**config.mk**
```make
export PLATFORM = sky130hd
export DESIGN_NAME = dilator
export DESIGN_NICKNAME = d
export VERILOG_FILES = /design/src/rtl/dilator.sv
export SDC_FILE = /design/constraint.sdc
export NUM_CORES = 2
export LEC_CHECK = 0
export BUFFER_PORTS_ARGS = -buffer_cell sky130_fd_sc_hd__buf_4
export CAP_MARGIN = 20
export CORE_MARGIN = 5
export CORE_UTILIZATION = 59
export CTS_BUF_LIST = sky130_fd_sc_hd__clkbuf_4 sky130_fd_sc_hd__clkbuf_8
export DETAILED_ROUTE_END_ITERATION = 8
export GPL_TIMING_DRIVEN = 0
export PLACE_DENSITY = 0.74
export SYNTH_ARGS = -nofsm -noshare
export SYNTH_HDL_FRONTEND = slang
export SYNTH_SLANG_ARGS = --single-unit
```
**constraint.sdc**
```tcl
create_clock -name clk -period 6.3 [get_ports clk]
set_input_delay 1.26 -clock clk [delete_from_list [all_inputs] [get_ports clk]]
set_output_delay 1.26 -clock clk [all_outputs]
set_load 0.01 [all_outputs]
```
**src/rtl/dilator.sv**
```systemverilog
// Streaming binary dilation of a raster pixel stream with a WIN_SIZE x WIN_SIZE structuring element.
// Optional macro DILATOR_BYPASS_EN adds a `bypass` input that forwards the centre tap instead.

module dilator #(
  parameter int unsigned H_IMG_RES = 640,
  parameter int unsigned V_IMG_RES = 480,
  parameter int unsigned WIN_SIZE  = 5,
  parameter logic [WIN_SIZE*WIN_SIZE-1:0] STRUCT_ELM = 25'b01110_11111_11111_11111_01110
) (
  input  logic        clk,
  input  logic        rst_n,
  input  logic        in_valid,
  input  logic [10:0] hpos,
  input  logic [10:0] vpos,
  input  logic        in_pix,
`ifdef DILATOR_BYPASS_EN
  input  logic        bypass,
`endif
  output logic        out_valid,
  output logic [10:0] out_hpos,
  output logic [10:0] out_vpos,
  output logic        out_pix,
  output logic        sync_err
);

  localparam int unsigned R         = WIN_SIZE / 2;
  localparam int unsigned NTAP      = WIN_SIZE * WIN_SIZE;
  localparam int unsigned HIST_W    = (WIN_SIZE - 1) * H_IMG_RES + WIN_SIZE - 1;
  localparam int unsigned PRIME_LEN = R * H_IMG_RES + R;
  localparam int unsigned CNT_W     = $clog2(PRIME_LEN + 1);
  localparam int unsigned POS_W     = 11;

  typedef enum logic [1:0] {
    IDLE  = 2'd0,
    PRIME = 2'd1,
    RUN   = 2'd2
  } state_t;

  state_t            r_state, w_state_nxt;
  logic [CNT_W-1:0]  r_cnt, w_cnt_nxt, w_cnt_inc;
  logic [POS_W-1:0]  r_exp_h, r_exp_v, w_exp_h_nxt, w_exp_v_nxt;
  logic              r_out_valid, w_out_valid_nxt;
  logic              r_out_pix, w_out_pix_nxt;
  logic [POS_W-1:0]  r_out_hpos, r_out_vpos, w_out_hpos_nxt, w_out_vpos_nxt;
  logic              r_sync_err, w_sync_err_nxt;

  logic [HIST_W-1:0] r_hist;
  int                w_ox, w_oy;
  logic [WIN_SIZE-1:0] w_col_ok, w_row_ok;
  logic [NTAP-1:0]   w_hit;
  logic              w_dil, w_pix_sel;
  logic              w_origin, w_in_sync, w_eol, w_eof;

  // Pixel history: bit k-1 holds the pixel accepted k pixels before the current one.
  always_ff @(posedge clk) begin
    if (in_valid) begin
      r_hist <= {r_hist[HIST_W-2:0], in_pix};
    end
  end

  // Output coordinate = input coordinate minus (R,R), wrapping to previous line/frame.
  always_comb begin
    w_ox = int'(hpos) - int'(R);
    w_oy = int'(vpos) - int'(R);
    if (w_ox < 0) begin
      w_ox = w_ox + int'(H_IMG_RES);
      w_oy = w_oy - 1;
    end
    if (w_oy < 0) begin
      w_oy = w_oy + int'(V_IMG_RES);
    end
  end

  for (genvar g = 0; g < WIN_SIZE; g++) begin : g_bound
    assign w_col_ok[g] = (w_ox + g - int'(R) >= 0) && (w_ox + g - int'(R) < int'(H_IMG_RES));
    assign w_row_ok[g] = (w_oy + g - int'(R) >= 0) && (w_oy + g - int'(R) < int'(V_IMG_RES));
  end

  // Tap (gi,gj) sits (2R-gi) lines and (2R-gj) pixels behind the newest input.
  for (genvar gi = 0; gi < WIN_SIZE; gi++) begin : g_row
    for (genvar gj = 0; gj < WIN_SIZE; gj++) begin : g_col
      localparam int unsigned K = (2 * R - gi) * H_IMG_RES + (2 * R - gj);
      localparam int unsigned B = NTAP - 1 - (gi * WIN_SIZE + gj);
      logic w_tap;
      if (K == 0) begin : g_live
        assign w_tap = in_pix;
      end else begin : g_hist
        assign w_tap = r_hist[K-1];
      end
      assign w_hit[gi*WIN_SIZE+gj] = STRUCT_ELM[B] & w_tap & w_col_ok[gj] & w_row_ok[gi];
    end
  end

  assign w_dil = |w_hit;

`ifdef DILATOR_BYPASS_EN
  assign w_pix_sel = bypass ? r_hist[PRIME_LEN-1] : w_dil;
`else
  assign w_pix_sel = w_dil;
`endif

  assign w_origin  = (hpos == '0) && (vpos == '0);
  assign w_in_sync = (hpos == r_exp_h) && (vpos == r_exp_v);
  assign w_eol     = (hpos == POS_W'(H_IMG_RES - 1));
  assign w_eof     = (vpos == POS_W'(V_IMG_RES - 1));
  assign w_cnt_inc = r_cnt + CNT_W'(1);

  // Next-state, raster tracking and output staging.
  always_comb begin
    w_state_nxt     = r_state;
    w_cnt_nxt       = r_cnt;
    w_exp_h_nxt     = r_exp_h;
    w_exp_v_nxt     = r_exp_v;
    w_out_valid_nxt = 1'b0;
    w_sync_err_nxt  = 1'b0;
    w_out_pix_nxt   = r_out_pix;
    w_out_hpos_nxt  = r_out_hpos;
    w_out_vpos_nxt  = r_out_vpos;
    if (in_valid) begin
      if (w_eol) begin
        w_exp_h_nxt = '0;
        w_exp_v_nxt = w_eof ? '0 : vpos + POS_W'(1);
      end else begin
        w_exp_h_nxt = hpos + POS_W'(1);
        w_exp_v_nxt = vpos;
      end
      case (r_state)
        IDLE: begin
          if (w_origin) begin
            w_state_nxt = PRIME;
            w_cnt_nxt   = CNT_W'(1);
          end
        end
        PRIME, RUN: begin
          if (!w_in_sync) begin
            w_sync_err_nxt = 1'b1;
            w_state_nxt    = w_origin ? PRIME : IDLE;
            w_cnt_nxt      = w_origin ? CNT_W'(1) : '0;
          end else if (r_state == PRIME) begin
            w_cnt_nxt = w_cnt_inc;
            if (w_cnt_inc == CNT_W'(PRIME_LEN)) begin
              w_state_nxt = RUN;
            end
          end else begin
            w_out_valid_nxt = 1'b1;
            w_out_pix_nxt   = w_pix_sel;
            w_out_hpos_nxt  = POS_W'(w_ox);
            w_out_vpos_nxt  = POS_W'(w_oy);
          end
        end
        default: w_state_nxt = IDLE;
      endcase
    end
  end

  always_ff @(posedge clk) begin
    if (!rst_n) begin
      r_state     <= IDLE;
      r_cnt       <= '0;
      r_exp_h     <= '0;
      r_exp_v     <= '0;
      r_out_valid <= 1'b0;
      r_out_pix   <= 1'b0;
      r_out_hpos  <= '0;
      r_out_vpos  <= '0;
      r_sync_err  <= 1'b0;
    end else begin
      r_state     <= w_state_nxt;
      r_cnt       <= w_cnt_nxt;
      r_exp_h     <= w_exp_h_nxt;
      r_exp_v     <= w_exp_v_nxt;
      r_out_valid <= w_out_valid_nxt;
      r_out_pix   <= w_out_pix_nxt;
      r_out_hpos  <= w_out_hpos_nxt;
      r_out_vpos  <= w_out_vpos_nxt;
      r_sync_err  <= w_sync_err_nxt;
    end
  end

  assign out_valid = r_out_valid;
  assign out_pix   = r_out_pix;
  assign out_hpos  = r_out_hpos;
  assign out_vpos  = r_out_vpos;
  assign sync_err  = r_sync_err;

endmodule

```
# [Word-level counts from Yosys, hierarchy flattened]
# Cells that the tools add are included.
[totals] out_inout_bits=25 ram_bits=0 ff_bits=2623 memories=0 wordCells=153 mem_bits_ro=0 in_bits=26 latch_bits=0
[op_classes] n_addsub=26 div_mod_pow=0 n_mux=19 n_shift=0 reduce_logical=23 n_mul=0 n_eq_ne=10 bitwise_logic=43 order_cmp=22
[op_table] op="$ge 32x1->1 const B" n=10
[op_table] op="$sub 32x3->32 const B" n=10
[op_table] op="$lt 32x10->1 const B" n=5
[op_table] op="$lt 32x11->1 const B" n=5
[op_table] op="$add 32x3->32 const B" n=4
[op_table] op="$mux 32" n=3
[op_table] op="$mux 11" n=6
[op_table] op="$add 32x2->32 const B" n=2
[op_table] op="$add 32x4->32 const B" n=2
[op_table] op="$and 1x1->1" n=42
[op_table] op="$add 11x1->11 const B" n=3
[op_table] op="$add 32x10->32 const B" n=1
[op_table] op="$lt 32x1->1 const B" n=1
[op_table] op="$sub 11x2->12 const B" n=2
[op_table] op="$eq 11x11->1" n=2
[op_table] op="$logic_not 11->1" n=2
[op_table] op="$pmux 11 s2" n=1
[op_table] op="$reduce_or 21->1" n=1
[op_table] op="$reduce_and 4->1" n=4
[op_table] op="$add 12x11->13 const B" n=1
[op_table] op="$sub 12x2->13 const B" n=1
[op_table] op="$logic_and 1x1->1" n=12
[op_table] op="$lt 12x1->1 const B" n=1
[op_table] op="$eq 11x10->1 const B" n=1
[op_table] op="other kinds (14)" n=21

# [Logic depth before layout (Yosys ltp)]
[logic_depth] depth_word=11 depth_mapped=23 depth_no_buf=21

# [Worst setup path before layout]
# Ideal clock, no wire load.
[synth_path] path_kind="input to register" from="input port hpos[1]" to="register r_out_pix, in the netlist out_pix" required_time_ns=6.226 path_slack_ns=0.874 path_stages=22 arrival_ns=5.352 setup_ns=0.074 path_buffers=2 cell_sequence="clkbuf_1 inv_1 ha_1 buf_2 nor2b_1 nand2_1 nand2_1 ha_1 nand4b_1 a211o_1 nor3_1 nand2_1 ha_1 nor4b_1 and3_1 o31ai_1 a311oi_2 a22oi_1 a21o_1 a211oi_2 a31oi_1 a31oi_1"
[synth_rtl] item="from (decl)" line_no="13" source="input logic [10:0] hpos,"
[synth_rtl] item="to (signal assigned)" line_no="173" source="r_out_pix <= w_out_pix_nxt;"
[synth_rtl] item="to (decl)" line_no="43" source="logic r_out_pix, w_out_pix_nxt;"

==> summary.md <==
| Metric | Value |
|---|---|
| Iter 0 DRT Violations | `3112` |
| Routability Congestion | `0.859` |
| Slowest stage delay, CP | `510 ps` |
| CTS resizes | `0` |
| Post-Syn Instances | `3365` |
| Setup WS pre-CTS | `-1010 ps` |
| Power Dens Cells | `363 mW/mm^2` |
| Area Growth Syn to Fin | `12.6%` |
| Pin count of the biggest net entering global routing | `214` |
| CTS max path bufs | `4` |
| Mean Syn Cell Area | `24.7 um^2` |
| Starting Density | `0.595` |
| Max Fclk | `169 MHz` |
| Crit end category | `flip-flop` |
| Async SR Flop Fraction | `0` |
| Hold depth | `0` |
| Endpoints failing setup | `0` |
| Sequential group share of total power | `0.606` |
| Initial antenna violation count | `4` |
| Critical path depth in cells | `23` |
| EDFF count, synth | `2563` |
| Layout cell share with drive strength beyond 1 | `0.170` |
| Drt pass-1 iters | `5` |
| Yosys cell types | `87` |
| Placed inst area | `0.0862 mm^2` |
| Via Count | `31500` |
| Period Utilization, post-route | `0.937` |
| Post-CTS Hold Fix Bufs | `0` |
| RSZ-0062 raised after global routing | `no` |
| Slowest stage cell, crit path | `clkbuf_1` |
| # DRC | `0` |
| Setup Crit Path Kind | `in2reg` |
| Mapped Area | `0.0831 mm^2` |
| Worst-skew pair later-pin latency | `980 ps` |
| Crit path DAT | `6770 ps` |
| Routed Antenna Nets | `0` |
| Vias in the first global route | `30800` |
| Num rows | `137` |
| Placed cell count | `5305` |
| Nets | `3889` |
| Worst IR Drop VDD | `0.285 mV` |
| Max-cap viol count | `0` |
| Final hold viol count | `0` |
| Finished Cell Area | `0.0935 mm^2` |
| CTS tree | `built` |
| Die Footprint | `0.148 mm^2` |
| Sw Pwr | `6.65 mW` |
| Part of the power in the clock network | `0.378` |
| Fillers | `8218` |
| TNS Setup | `0 ps` |
| Relative slew slack | `0.265` |
| Internal cell power | `27.2 mW` |
| CTS clk-pin slew, worst paths | `70 ps` |
| Status | `finished clean` |
| Min-delay worst type | `reg2reg` |
| Wire per inst | `18.6 um` |
| Predominant post-synthesis flop cell | `edfxtp_1` |
| Final worst slack | `398 ps` |
| Vias per std cell | `5.26` |
| First-pass GRT wire length | `171000 um` |
| Placeable Area | `0.140 mm^2` |
| Delay-heaviest family, CP | `compound AO/OA/AOI/OAI gates` |
| Gate power share | `0.016` |
| Sw frac | `0.196` |
| WP buf/inv | `4` |
| PortBufs | `42` |
| Critical Path RT | `7170 ps` |
| Vert. Die Dim | `385 um` |
| Leak Pwr | `31.8 nW` |
| #FFs+latches synth | `2623` |
| Critical Path Fanout Max | `10` |
| YS warnings | `0` |
| Num CTS Buffers | `391` |
| CTS Sinks | `2623` |
| All-Layer GR Usage | `0.148` |
| Worst R2R Path Depth | `11` |
| Skew final | `68.7 ps` |
| Num ports | `51` |
| Critical Path Start Type | `input port` |
| Fin. max-slew vios | `0` |
| H-tree depth | `5` |
| Crit path cell chain | `buf_4, clkbuf_1, inv_1, ha_1, buf_2, nor2b_1, nand2_1, nand2_1, ha_1, nand4b_1, a211o_1, nor3_1, nand2_1, ha_1, nor4b_1, and3_1, o31ai_1, a311oi_2, a22oi_1, a21o_1, a211oi_2, a31oi_1, a31oi_1` |
| Fraction of the yosys area taken by sequential cells | `0.941` |
| Cell Count, Final, Fillers Out | `5991` |
| Detailed placement HPWL | `53200 um` |
| Final WL | `112000 um` |
| Slew @ Worst Pin | `1100 ps` |
| CTS root buf | `clkbuf_8` |
| Die W | `385 um` |
| Min Tclk post-route | `5900 ps` |
| GRT Residual Overflow | `0` |
| Post-CTS Setup Inserts | `0` |
==> cell type report <==
type | count | area (um^2) | area share
buffer | 53 | 226 | 0.00242
timing repair buffer | 58 | 753 | 0.00806
clock inverter | 145 | 732 | 0.00783
multi-input combinational | 659 | 4560 | 0.0488
inverter | 37 | 139 | 0.00149
antenna | 4 | 10.0 | 0.000107
clock buffer | 536 | 6570 | 0.0703
tap | 1876 | 2350 | 0.0251
sequential | 2623 | 78200 | 0.836
==> worst register-to-register path, stage by stage (launching register included) <==
cell      delay (ps)
dfxtp_1          330
xnor2_1          280
nand4_1          140
nor4_1           280
nand4_1          340
inv_1            220
nand2_1          130
nor3b_1          540
buf_4            280
clkbuf_1         480
nand2_1          160
o211a_1          160
==> cells in the mapped netlist, types with 12 or more instances <==
library cell  count  area (um^2)
nand2b_1         12         75.1
nor4_1           15         93.8
edfxtp_1       2563        77000
nand4_1          20          125
and2_1           29          181
a21boi_0         16          120
nor2_1           57          214
o21ai_0          38          190
inv_1            37          139
nand3_1          29          145
o22ai_1          13         81.3
a31oi_1          13         81.3
nand2_1          81          304
o211a_1          17          170
a21oi_1          20          100
clkbuf_1         38          143
dfxtp_1          60         1200
nor3_1           14         70.1
xnor2_1          51          447
ha_1             40          500
and3_1           13         81.3
xor2_1           17          149
==> layout by cell type (no fill, tap or decap), types with 39 or more instances in the layout <==
master	netlist	layout
edfxtp_1	2563	2563
ha_1	40	40
nor2_1	57	57
clkinv_2	0	39
clkbuf_8	0	407
buf_4	2	44
nand2_1	81	81
dfxtp_1	60	60
clkbuf_4	0	129
clkinv_1	0	94
xnor2_1	51	51
==> per-layer routing <==
layer  GRT usage  up-vias  routed length (um)  part of all wire
li1            -    14400                   -                 -
met4      0.0583        0                2810             0.025
met2       0.186      830               44900              0.40
met5           0        -                   0                 0
met3      0.0363      255                6180             0.055
met1       0.249    16000               57700              0.52
==> path summary, 6_finish.rpt <==
kind | startpoint | end | slack (ps)
worst max-delay path | hpos[1] | out_pix$_SDFFE_PN0P_ | 400
worst min-delay path | r_hist[1780]$_DFFE_PP_ | r_hist[1781]$_DFFE_PP_ | 350
worst max register to register | r_exp_v[8]$_SDFFE_PN0P_ | out_hpos[9]$_SDFFE_PN0P_ | 2840
worst min register to register | r_hist[1780]$_DFFE_PP_ | r_hist[1781]$_DFFE_PP_ | 350
==> sequential cells by signal, indices dropped and copies added (netlist names) <==
name / cells
r_exp_v: 11
r_hist: 2563
out_valid: 1
out_hpos: 11
r_exp_h: 11
r_cnt: 11
sync_err: 1
out_pix: 1
r_state: 2
out_vpos: 11
==> metrics by stage <==
stage	power, mW	hold slack (ps)	util
3_5_place_dp	21.4	405	0.617
3_3_place_gp	22.1	403	0.614
2_1_floorplan	20.9	400	-
4_1_cts	34.4	347	0.669
6_report	33.9	351	0.669
5_1_grt	35.4	360	0.669
==> logic make-up (layout without fill, tap and decap cells) <==
family / count (synthesis) / in the layout / share of synthesized area
flops: 2623 / 2623 / 0.941
simple gates: 337 / 337 / 0.0226
compound gates: 192 / 192 / 0.0168
buf+inv: 90 / 829 / 0.00440
xor+xnor: 70 / 70 / 0.00756
fa+ha+maj: 40 / 40 / 0.00603
mux: 12 / 12 / 0.00149
other cells: 1 / 12 / 0.0000451
==> power groups by stage <==
stage / sequential, mW / clock [mW] / combinational (mW)
6_report: 20.5 / 12.8 / 0.552
3_3_place_gp: 21.6 / 0 / 0.508
4_1_cts: 20.6 / 13.3 / 0.556
3_5_place_dp: 20.9 / 0 / 0.560
5_1_grt: 20.6 / 14.2 / 0.608
2_1_floorplan: 20.7 / 0 / 0.165
Power figures use the tool's default switching activity.
